### src/rtl/alu_pkg.sv
// Shared constants for the ALU and its issue front-end: ALUOp encodings,
// RV32 major opcodes and the decoded instruction-kind enum.
package alu_pkg;

    localparam logic [4:0] ALU_ADD  = 5'b00000;
    localparam logic [4:0] ALU_SUB  = 5'b01000;
    localparam logic [4:0] ALU_SLL  = 5'b00001;
    localparam logic [4:0] ALU_SLT  = 5'b11100;
    localparam logic [4:0] ALU_SLTU = 5'b11110;
    localparam logic [4:0] ALU_XOR  = 5'b00100;
    localparam logic [4:0] ALU_SRL  = 5'b00101;
    localparam logic [4:0] ALU_SRA  = 5'b01101;
    localparam logic [4:0] ALU_OR   = 5'b00110;
    localparam logic [4:0] ALU_AND  = 5'b00111;
    localparam logic [4:0] ALU_EQ   = 5'b11000;
    localparam logic [4:0] ALU_NE   = 5'b11001;
    localparam logic [4:0] ALU_LT   = 5'b11100;
    localparam logic [4:0] ALU_GE   = 5'b11101;
    localparam logic [4:0] ALU_LTU  = 5'b11110;
    localparam logic [4:0] ALU_GEU  = 5'b11111;

    localparam logic [6:0] OPC_OP     = 7'b0110011;
    localparam logic [6:0] OPC_OP_IMM = 7'b0010011;
    localparam logic [6:0] OPC_BRANCH = 7'b1100011;

    typedef enum logic [1:0] {
        KIND_OP  = 2'd0,
        KIND_BR  = 2'd1,
        KIND_ILL = 2'd2
    } kind_e;

    // LT/LTU branches read the taken bit from Result[0]; the rest use Flag.
    function automatic logic taken_from_result(input logic [4:0] op);
        return (op == ALU_LT) || (op == ALU_LTU);
    endfunction

endpackage

### src/rtl/alu_op_decoder.sv
// Purely combinational RV32 OP / OP-IMM / BRANCH decoder producing the
// ALUOp encoding, immediate selection, instruction kind and destination.
module alu_op_decoder
    import alu_pkg::*;
#(
    parameter int N    = 32,
    parameter int logN = 5
) (
    input  logic [31:0]  Instr,
    output logic [4:0]   alu_op,
    output logic         use_imm,
    output logic [N-1:0] imm,
    output kind_e        kind,
    output logic [4:0]   rd
);

    logic [6:0]   opcode;
    logic [2:0]   funct3;
    logic [6:0]   funct7;
    logic [4:0]   base_op;
    logic [N-1:0] imm_sext;
    logic [N-1:0] imm_shamt;
    logic         bad;
    logic         unused_rs1;

    assign opcode     = Instr[6:0];
    assign funct3     = Instr[14:12];
    assign funct7     = Instr[31:25];
    assign imm_sext   = {{(N-12){Instr[31]}}, Instr[31:20]};
    assign imm_shamt  = {{(N-logN){1'b0}}, Instr[20 +: logN]};
    assign unused_rs1 = ^Instr[19:15];

    // funct3 -> ALUOp for the funct7=0 forms shared by OP and OP-IMM
    always_comb begin
        base_op = ALU_ADD;
        case (funct3)
            3'b000: base_op = ALU_ADD;
            3'b001: base_op = ALU_SLL;
            3'b010: base_op = ALU_SLT;
            3'b011: base_op = ALU_SLTU;
            3'b100: base_op = ALU_XOR;
            3'b101: base_op = ALU_SRL;
            3'b110: base_op = ALU_OR;
            default: base_op = ALU_AND;
        endcase
    end

    // Opcode-level decode; any illegal form collapses to a zeroed ADD entry
    always_comb begin
        alu_op  = ALU_ADD;
        use_imm = 1'b0;
        imm     = '0;
        kind    = KIND_ILL;
        rd      = '0;
        bad     = 1'b0;
        case (opcode)
            OPC_OP: begin
                kind = KIND_OP;
                rd   = Instr[11:7];
                if (funct7 == 7'b0000000) begin
                    alu_op = base_op;
                end else if (funct7 == 7'b0100000 &&
                             (funct3 == 3'b000 || funct3 == 3'b101)) begin
                    // SUB/SRA are ADD/SRL with bit 3 set
                    alu_op = base_op | 5'b01000;
                end else begin
                    bad = 1'b1;
                end
            end
            OPC_OP_IMM: begin
                kind    = KIND_OP;
                rd      = Instr[11:7];
                use_imm = 1'b1;
                imm     = imm_sext;
                alu_op  = base_op;
                if (funct3 == 3'b001) begin
                    imm = imm_shamt;
                    bad = (funct7 != 7'b0000000);
                end else if (funct3 == 3'b101) begin
                    imm = imm_shamt;
                    if (funct7 == 7'b0100000)
                        alu_op = ALU_SRA;
                    else if (funct7 != 7'b0000000)
                        bad = 1'b1;
                end
            end
            OPC_BRANCH: begin
                kind = KIND_BR;
                case (funct3)
                    3'b000: alu_op = ALU_EQ;
                    3'b001: alu_op = ALU_NE;
                    3'b100: alu_op = ALU_LT;
                    3'b101: alu_op = ALU_GE;
                    3'b110: alu_op = ALU_LTU;
                    3'b111: alu_op = ALU_GEU;
                    default: bad = 1'b1;
                endcase
            end
            default: bad = 1'b1;
        endcase
        if (bad) begin
            alu_op  = ALU_ADD;
            use_imm = 1'b0;
            imm     = '0;
            kind    = KIND_ILL;
            rd      = '0;
        end
    end

endmodule

### src/rtl/alu_issue_unit.sv
// Two-stage issue front-end for the shared ALU: stage 1 registers decoded
// ALUOp/A/B (driving the ALU directly), stage 2 captures the ALU answer
// into an output register behind a valid/ready handshake.
module alu_issue_unit
    import alu_pkg::*;
#(
    parameter int N    = 32,
    parameter int logN = 5
) (
    input  logic         clk,
    input  logic         rst,
    input  logic         in_valid,
    output logic         in_ready,
    input  logic [31:0]  Instr,
    input  logic [N-1:0] Rs1Val,
    input  logic [N-1:0] Rs2Val,
    output logic [N-1:0] A,
    output logic [N-1:0] B,
    output logic [4:0]   ALUOp,
    input  logic [N-1:0] Result,
    input  logic         Flag,
    output logic         out_valid,
    input  logic         out_ready,
    output logic [N-1:0] OutResult,
    output logic         OutTaken,
    output logic         OutIllegal,
    output logic [4:0]   OutRd
);

    logic [4:0]   dec_op;
    logic         dec_use_imm;
    logic [N-1:0] dec_imm;
    kind_e        dec_kind;
    logic [4:0]   dec_rd;

    logic         s1_valid_q, s1_valid_d;
    logic [4:0]   s1_aluop_q, s1_aluop_d;
    logic [N-1:0] s1_a_q, s1_a_d;
    logic [N-1:0] s1_b_q, s1_b_d;
    kind_e        s1_kind_q, s1_kind_d;
    logic [4:0]   s1_rd_q, s1_rd_d;

    logic         out_valid_q, out_valid_d;
    logic [N-1:0] out_result_q, out_result_d;
    logic         out_taken_q, out_taken_d;
    logic         out_illegal_q, out_illegal_d;
    logic [4:0]   out_rd_q, out_rd_d;

    logic         s2_free;
    logic         s1_adv;
    logic         in_accept;

    alu_op_decoder #(
        .N    (N),
        .logN (logN)
    ) u_dec (
        .Instr   (Instr),
        .alu_op  (dec_op),
        .use_imm (dec_use_imm),
        .imm     (dec_imm),
        .kind    (dec_kind),
        .rd      (dec_rd)
    );

    assign s2_free   = !out_valid_q || out_ready;
    assign s1_adv    = s1_valid_q && s2_free;
    assign in_ready  = !s1_valid_q || s2_free;
    assign in_accept = in_valid && in_ready;

    // Stage 1: load decoded operands on accept, otherwise hold
    always_comb begin
        s1_valid_d = s1_valid_q;
        s1_aluop_d = s1_aluop_q;
        s1_a_d     = s1_a_q;
        s1_b_d     = s1_b_q;
        s1_kind_d  = s1_kind_q;
        s1_rd_d    = s1_rd_q;
        if (in_accept) begin
            s1_valid_d = 1'b1;
            s1_aluop_d = dec_op;
            s1_kind_d  = dec_kind;
            s1_rd_d    = dec_rd;
            if (dec_kind == KIND_ILL) begin
                s1_a_d = '0;
                s1_b_d = '0;
            end else begin
                s1_a_d = Rs1Val;
                s1_b_d = dec_use_imm ? dec_imm : Rs2Val;
            end
        end else if (s1_adv) begin
            s1_valid_d = 1'b0;
        end
    end

    // Stage 2: capture ALU answer when stage 1 advances, drop on pop
    always_comb begin
        out_valid_d   = out_valid_q;
        out_result_d  = out_result_q;
        out_taken_d   = out_taken_q;
        out_illegal_d = out_illegal_q;
        out_rd_d      = out_rd_q;
        if (s1_adv) begin
            out_valid_d   = 1'b1;
            out_result_d  = (s1_kind_q == KIND_OP) ? Result : '0;
            out_taken_d   = (s1_kind_q == KIND_BR) &&
                            (taken_from_result(s1_aluop_q) ? Result[0] : Flag);
            out_illegal_d = (s1_kind_q == KIND_ILL);
            out_rd_d      = s1_rd_q;
        end else if (out_ready) begin
            out_valid_d = 1'b0;
        end
    end

    // State registers with synchronous reset discarding both stages
    always_ff @(posedge clk) begin
        if (rst) begin
            s1_valid_q    <= 1'b0;
            s1_aluop_q    <= ALU_ADD;
            s1_a_q        <= '0;
            s1_b_q        <= '0;
            s1_kind_q     <= KIND_OP;
            s1_rd_q       <= '0;
            out_valid_q   <= 1'b0;
            out_result_q  <= '0;
            out_taken_q   <= 1'b0;
            out_illegal_q <= 1'b0;
            out_rd_q      <= '0;
        end else begin
            s1_valid_q    <= s1_valid_d;
            s1_aluop_q    <= s1_aluop_d;
            s1_a_q        <= s1_a_d;
            s1_b_q        <= s1_b_d;
            s1_kind_q     <= s1_kind_d;
            s1_rd_q       <= s1_rd_d;
            out_valid_q   <= out_valid_d;
            out_result_q  <= out_result_d;
            out_taken_q   <= out_taken_d;
            out_illegal_q <= out_illegal_d;
            out_rd_q      <= out_rd_d;
        end
    end

    assign A          = s1_a_q;
    assign B          = s1_b_q;
    assign ALUOp      = s1_aluop_q;
    assign out_valid  = out_valid_q;
    assign OutResult  = out_result_q;
    assign OutTaken   = out_taken_q;
    assign OutIllegal = out_illegal_q;
    assign OutRd      = out_rd_q;

endmodule

### config.mk
export PLATFORM = sky130hd
export DESIGN_NAME = alu_issue_unit
export DESIGN_NICKNAME = d
export VERILOG_FILES = /design/src/rtl/alu_pkg.sv /design/src/rtl/alu_op_decoder.sv /design/src/rtl/alu_issue_unit.sv
export SDC_FILE = /design/constraint.sdc
export NUM_CORES = 1
export LEC_CHECK = 0
export ABC_AREA = 1
export CAP_MARGIN = 15
export CORE_UTILIZATION = 43
export CTS_CLUSTER_DIAMETER = 200
export DETAILED_ROUTE_END_ITERATION = 8
export GPL_TIMING_DRIVEN = 1
export PLACE_DENSITY = 0.89
export REMOVE_ABC_BUFFERS = 1
export SLEW_MARGIN = 20
export SYNTH_ARGS = -nofsm -noshare
export SYNTH_HDL_FRONTEND = slang
export SYNTH_SLANG_ARGS = --single-unit
### constraint.sdc
create_clock -name clk -period 2.6 [get_ports clk]
set_input_delay 0.26 -clock clk [delete_from_list [all_inputs] [get_ports clk]]
set_output_delay 0.26 -clock clk [all_outputs]
set_load 0.05 [all_outputs]
==> results of run 1 <==
-- cells in the mapped netlist --
cell type    n  area, um2
o21ai_1      1       5.00
buf_1        2       7.51
o211ai_1     3       22.5
buf_6        8       90.1
a21oi_2      1       8.76
nor2_2       4       25.0
a211oi_1     1       7.51
o21ai_0      9       45.0
nand3_2      2       20.0
nor3_1       1       5.00
nand3_1     41        205
buf_2        2       10.0
nand2_1    232        871
nand3_4      1       17.5
nand4_1      3       18.8
nor2_1      45        169
inv_2        5       18.8
nor2_4       2       22.5
inv_1       51        191
dfxtp_1    117       2340
a21oi_1    120        601
clkbuf_1    29        109
nand2_2      3       18.8
-- worst register-to-register path: cells and delay by family (launching register included) --
family           cells  cell delay (ns)
AND/OR/NAND/NOR      5             0.95
AO/OA/AOI/OAI        2             0.37
flip-flops           1             0.32
-- cell families after synthesis --
kind of cell / synth area share [%]
buffers and inverters: 8.83
AND/OR/NAND/NOR: 28.4
flip-flops: 48.5
AO/OA/AOI/OAI: 14.3
-- metal layers --
layer / track usage, % / vias to the layer above / wire [um]
met4: 13.8 / 0 / 425
met3: 12.1 / 28 / 1810
met5: 0 / - / 0
li1: - / 2624 / -
met1: 25.7 / 2315 / 5430
met2: 45.3 / 238 / 7280
-- power by group --
group	internal, mW	switching (mW)	total [mW]
logic	0.272	0.300	0.573
clock network	1.56	0.781	2.34
registers	1.83	0.0184	1.85
total	3.66	1.10	4.76
-- cell type report --
| cell class | count | area [um2] | share of cell area [%] |
|---|---|---|---|
| sequential | 117 | 2340 | 29.8 |
| clock inverter | 11 | 158 | 2.00 |
| timing repair buffer | 248 | 2480 | 31.5 |
| clock buffer | 20 | 435 | 5.53 |
| multi-input combinational | 469 | 2070 | 26.3 |
| tap | 140 | 175 | 2.23 |
| inverter | 56 | 210 | 2.67 |
-- repair_timing --
item	4_1_cts	5_1_grt
resized for setup	0	0
hold buffers	1	0
hold endpoints to repair	8	0
-- flip-flops by register name, summed over array words and instances (netlist names) --
| signal | cells |
|---|---|
| B | 32 |
| ALUOp | 5 |
| s1_valid_q | 1 |
| s1_rd_q | 5 |
| OutResult | 32 |
| OutIllegal | 1 |
| s1_kind_q | 2 |
| out_valid | 1 |
| OutTaken | 1 |
| OutRd | 5 |
| A | 32 |
-- worst max path at each step --
stage | from | to | cells after the start | slack [ns]
finish | out_valid$_SDFFE_PP0P_ | in_ready | 2 | 0.51
global route | Instr[0] | B[25]$_SDFFE_PP0P_ | 9 | 0.41
CTS | out_valid$_SDFFE_PP0P_ | in_ready | 2 | 0.49
floorplan | out_valid$_SDFFE_PP0P_ | A[0]$_SDFFE_PP0P_ | 7 | -0.81
detailed placement | Instr[1] | B[14]$_SDFFE_PP0P_ | 9 | 0.16
global placement | Instr[1] | B[28]$_SDFFE_PP0P_ | 9 | 0.22
-- stage by stage --
step           utilization (%)  hold WS [ns]  setup WS (ns)  cells
3_3_place_gp              66.7         0.450          0.220   1029
2_1_floorplan                -         0.329         -0.810    642
4_1_cts                   72.3         0.264          0.488   1061
5_1_grt                   72.3         0.287          0.408   1061
6_report                  72.3         0.287          0.509   1061
3_5_place_dp              66.7         0.454          0.161   1029
==> summary.txt, run 1 <==
Run
  • Max-cap violations: 0

Clocking
  • TritonCTS clock tree: done
  • H-tree Lvls: 4
  • CTS clk-pin slew, worst paths: 0.06 ns
  • Cts bufs inserted: 17
  • CTS sink cnt: 117
  • Setup repair bufs after CTS: 0
  • Later-pin clock latency in the skew report: 0.52 ns
  • Max Root-Sink Buffers: 2
  • CTS root buffer: clkbuf_8

Min path
  • Hold Path Class: in -> reg
  • WHS Path Cells: 3
  • Hold EP: A[0]$_SDFFE_PP0P_
  • Critical hold path startpoint: Rs1Val[0]

Logic synthesis
  • Synthesized area per cell: 7.07 um2
  • Register bit total from synthesis: 117
  • Seq/Total Area, Yosys: 48.5%
  • Netlist Area Pre-Place: 4830 um2
  • Post-synthesis cell count: 683
  • Synth warnings: 0
  • Synth unique cells: 23

Critical path
  • Reg2reg setup slack: 0.88 ns
  • Critical Path Sink Type: output pin
  • Slowest stage delay, CP: 0.84 ns
  • Reg-to-reg critical path startpoint: out_valid$_SDFFE_PP0P_
  • WP data arrival: 1.83 ns
  • FF-to-FF path depth: 7
  • Family with the most delay on the worst path: buffers and inverters
  • Required @ worst endpoint: 2.34 ns
  • R2r endpoint: B[18]$_SDFFE_PP0P_
  • CP Class: reg -> out
  • Worst path cell trace: nand3_1, clkdlybuf4s50_1
  • CP max FO: 3
  • Worst Setup Start Kind: flip-flop
  • Crit path buf inv count: 1
  • Worst-path cell with the longest stage delay: clkdlybuf4s50_1

Global routing
  • Vias in the first global route: 4994
  • Tot GR Track Use: 26.0%
  • Global-route wire length before repair: 23200 um
  • Grt ovf: 0
  • Initial antenna violation count: 0
  • Pin count of the biggest net entering global routing: 78

Final layout
  • Share of cells above drive strength 1: 6.51%
  • NumNets Final: 1042
  • # diodes: 0
  • Commonest non-fill, non-tap cells in the layout: clkdlybuf4s50_1 (236), nand2_1 (231), a21oi_1 (120), dfxtp_1 (117), inv_1 (51)
  • Final Instance Area: 7870 um2
  • Area Growth Syn to Fin: 62.9%
  • Most common cell after layout, fill and taps aside: clkdlybuf4s50_1
  • FILL cells: 823

STA
  • Setup Viol. Count Final: 0
  • Slew Limit Fails: 0
  • Final worst path period share: 80.4%
  • Measured slew at the worst slew-check pin: 0.674 ns
  • Final hold violations: 0
  • Setup TNS: 0 ns
  • RSZ-0062 raised after global routing: false
  • Fmax: 478 MHz
  • Fin crit period: 2.09 ns
  • Setup Skew: 0.00948 ns
  • Relative slew slack: 55.0%

Power
  • Leakage: 3.02 nW
  • Peak VDD IR: 0.411 mV
  • Pwr dens: 605 nW/um2
  • Power Total: 4.76 mW

Route
  • Initial drt markers: 282
  • DRC viols: 0
  • Drt pass-1 iters: 5
  • ANT nets after route: 0
  • Drt total wl: 14900 um
  • Via count: 5205
  • Drt via density: 4.91
  • Drt wl/cell: 14.1 um

Floorplanning
  • Core box area: 10900 um2
  • Die width: 108 um
  • Initial Util: 44.4%
  • Die H: 108 um
  • Io pins: 243
  • Core Rows: 38
  • Die area: 11700 um2

Placed design
  • Port Buffers: 237
  • Final GP Congestion: 0.882
  • Placed inst area: 7260 um2
  • Hpwl dp: 10100 um

Run status
  • Outcome: completed
Note: power is estimated with default switching activity, not from simulation.
==> inputs of run 2 (changes only) <==
Settings changed: CORE_UTILIZATION 43 to 36, PLACE_DENSITY 0.89 to 0.8.
Clock period 2.6 ns to 1.8 ns, I/O delays scaled along.
==> run 2 against run 1 <==
Against the previous run: design area up 4.6%; die area rose by 19%; global-route usage decreased by 4.1 points; routed wire length rose by 0.71%; non-clock buffer count up 27; critical path depth fell by 1; utilization shrank 8.4 points; total power up 46%; combinational power rose by 52%; via count increased by 1.4%; critical path type unchanged; largest power group unchanged.
==> summary.txt, run 2 (synthesis results as in run 1) <==
Placed design
  • Hpwl dp: 10500 um (was 10100 um)
  • Port Buffers: 237 (unchanged)
  • Setup slack at placement: -0.370 ns (was 0.161 ns)
  • Placed inst area: 7550 um2 (was 7260 um2)
  • Final GP Congestion: 0.777 (was 0.882)

STA
  • Setup Skew: 0.00852 ns (was 0.00948 ns)
  • Final hold violations: 0 (unchanged)
  • Measured slew at the worst slew-check pin: 0.540 ns (was 0.674 ns)
  • Slew Limit Fails: 0 (unchanged)
  • Fmax: 572 MHz
  • Setup TNS: 0 ns (unchanged)
  • Relative slew slack: 63.9% (was 55.0%)
  • Final worst slack: 0.0515 ns (was 0.509 ns)
  • Fin crit period: 1.75 ns
  • RSZ-0062 raised after global routing: true (was false)
  • Final worst path period share: 97.1%
  • Setup Viol. Count Final: 0 (unchanged)

Floorplanning
  • Die area: 13900 um2 (was 11700 um2)
  • Die width: 118 um (was 108 um)
  • Io pins: 243 (unchanged)
  • Core Rows: 41 (was 38)
  • Die H: 118 um (was 108 um)
  • Initial Util: 37.5% (was 44.4%)
  • Core box area: 12900 um2 (was 10900 um2)

Critical path
  • Critical Path Sink Type: output pin (unchanged)
  • CP max FO: 2 (was 3)
  • Crit path buf inv count: 1 (unchanged)
  • Family with the most delay on the worst path: buffers and inverters (unchanged)
  • Worst-path cell with the longest stage delay: clkdlybuf4s50_1 (unchanged)
  • Reg2reg setup slack: 0.26 ns (was 0.88 ns)
  • WP data arrival: 1.57 ns (was 1.83 ns)
  • Required @ worst endpoint: 1.62 ns (was 2.34 ns)
  • CP Class: reg -> out (unchanged)
  • Worst path cell trace: clkdlybuf4s50_1 (was nand3_1, clkdlybuf4s50_1)
  • R2r endpoint: B[25]$_SDFFE_PP0P_ (was B[18]$_SDFFE_PP0P_)
  • FF-to-FF path depth: 7 (unchanged)
  • Reg-to-reg critical path startpoint: out_valid$_SDFFE_PP0P_ (unchanged)
  • Worst Setup Start Kind: flip-flop (unchanged)
  • Slowest stage delay, CP: 0.83 ns (was 0.84 ns)

Global routing
  • Tot GR Track Use: 21.9% (was 26.0%)
  • Global-route wire length before repair: 24200 um (was 23200 um)
  • Initial antenna violation count: 0 (unchanged)
  • Pin count of the biggest net entering global routing: 56 (was 78)
  • Vias in the first global route: 4968 (was 4994)
  • Grt ovf: 0 (unchanged)

Power
  • Pwr dens: 847 nW/um2 (was 605 nW/um2)
  • Leakage: 3.38 nW (was 3.02 nW)
  • Peak VDD IR: 0.572 mV (was 0.411 mV)
  • Power Total: 6.97 mW (was 4.76 mW)

Clocking
  • CTS root buffer: clkbuf_16 (was clkbuf_8)
  • CTS sink cnt: 117 (unchanged)
  • Setup repair bufs after CTS: 0 (unchanged)
  • Max Root-Sink Buffers: 2 (unchanged)
  • CTS clk-pin slew, worst paths: 0.05 ns (was 0.06 ns)
  • Cts bufs inserted: 17 (unchanged)
  • H-tree Lvls: 4 (unchanged)
  • Later-pin clock latency in the skew report: 0.40 ns (was 0.52 ns)
  • TritonCTS clock tree: done (unchanged)

Route
  • Via count: 5278 (was 5205)
  • Drt pass-1 iters: 4 (was 5)
  • Drt wl/cell: 13.4 um (was 14.1 um)
  • Initial drt markers: 290 (was 282)
  • DRC viols: 0 (unchanged)
  • ANT nets after route: 0 (unchanged)
  • Drt via density: 4.71 (was 4.91)
  • Drt total wl: 15000 um (was 14900 um)

Min path
  • Hold EP: OutResult[24]$_SDFFE_PP0P_ (was A[0]$_SDFFE_PP0P_)
  • Hold Path Class: in -> reg (unchanged)
  • WHS Path Cells: 2 (was 3)
  • Critical hold path startpoint: rst (was Rs1Val[0])

Final layout
  • Area Growth Syn to Fin: 70.3% (was 62.9%)
  • Commonest non-fill, non-tap cells in the layout: nand2_1 (229), clkdlybuf4s50_1 (219), a21oi_1 (119), dfxtp_1 (117), inv_1 (51) (was clkdlybuf4s50_1 (236), nand2_1 (231), a21oi_1 (120), dfxtp_1 (117), inv_1 (51))
  • Final Instance Area: 8230 um2 (was 7870 um2)
  • # diodes: 0 (unchanged)
  • Share of cells above drive strength 1: 10.7% (was 6.51%)
  • FILL cells: 1109 (was 823)
  • Most common cell after layout, fill and taps aside: nand2_1 (was clkdlybuf4s50_1)
  • NumNets Final: 1069 (was 1042)

Run status
  • Outcome: completed (unchanged)

Run
  • Max-cap violations: 0 (unchanged)
-- run 2: changes by cell type in the layout (fill, tap and decap cells not counted), moves of 3 or more --
cell             previous run  this run
dlymetal6s2s_1              0        10
buf_4                       9        38
clkdlybuf4s50_1           236       219
nor2_1                     44        41
buf_12                      2         6
nor2_2                      5         8
-- run 2: stage by stage --
| stage | cells | utilization (%) | hold slack, ns |
|---|---|---|---|
| after floorplan | 642 | - | 0.249 |
| after global placement | 1089 | 58.7 | 0.448 |
| after CTS | 1120 | 63.4 | 0.181 |
| after detailed placement | 1089 | 58.7 | 0.452 |
| final | 1120 | 63.9 | 0.199 |
| after global routing | 1120 | 63.9 | 0.187 |
-- run 2: worst reg2reg max path: stages, from the launching register on --
cell	delay, ns
dfxtp_1	0.32
nand3_1	0.11
nand2_2	0.10
a21oi_4	0.15
nand3_4	0.13
nor2_4	0.41
nand2_1	0.12
a21oi_2	0.13
-- run 2: where the power goes --
part / switching, mW / internal, mW / leakage (nW)
registers: 0.0251 / 2.64 / 0.947
clock network: 1.13 / 2.30 / 0.298
logic: 0.450 / 0.421 / 2.14
total: 1.60 / 5.37 / 3.38
-- run 2: worst max path at each step --
stage / from / end / slack [ns] / cells past startpoint
6_report: OutResult[8]$_SDFFE_PP0P_ / OutResult[8] / 0.05 / 1
5_1_grt: Instr[29] / B[16]$_SDFFE_PP0P_ / -0.01 / 10
4_1_cts: A[17]$_SDFFE_PP0P_ / A[17] / 0.002 / 1
3_5_place_dp: Instr[1] / B[29]$_SDFFE_PP0P_ / -0.37 / 9
3_3_place_gp: Instr[1] / s1_rd_q[1]$_SDFFE_PP0P_ / -0.29 / 9
2_1_floorplan: out_valid$_SDFFE_PP0P_ / A[0]$_SDFFE_PP0P_ / -1.61 / 7
-- run 2: layout make-up --
cell class,count,area (um2),share of cell area [%]
Multi-Input combinational cell,469,2110,25.7
Timing Repair Buffer,275,2740,33.3
Tap cell,172,215,2.62
Clock inverter,9,125,1.52
Sequential cell,117,2340,28.5
Inverter,56,210,2.55
Clock buffer,22,484,5.89
-- run 2: repair_timing --
item / 4_1_cts / 5_1_grt
hold endpoints to repair: 0 / 0
endpoints found under the setup margin: 2 / 36
hold buffers: 0 / 0
resized for setup: 2 / 20
-- run 2: routing by layer --
layer	part of all wire, %	track usage, %
met1	41	25.0
met2	49	36.8
met3	10	9.54
met4	0.94	6.49
met5	0	0
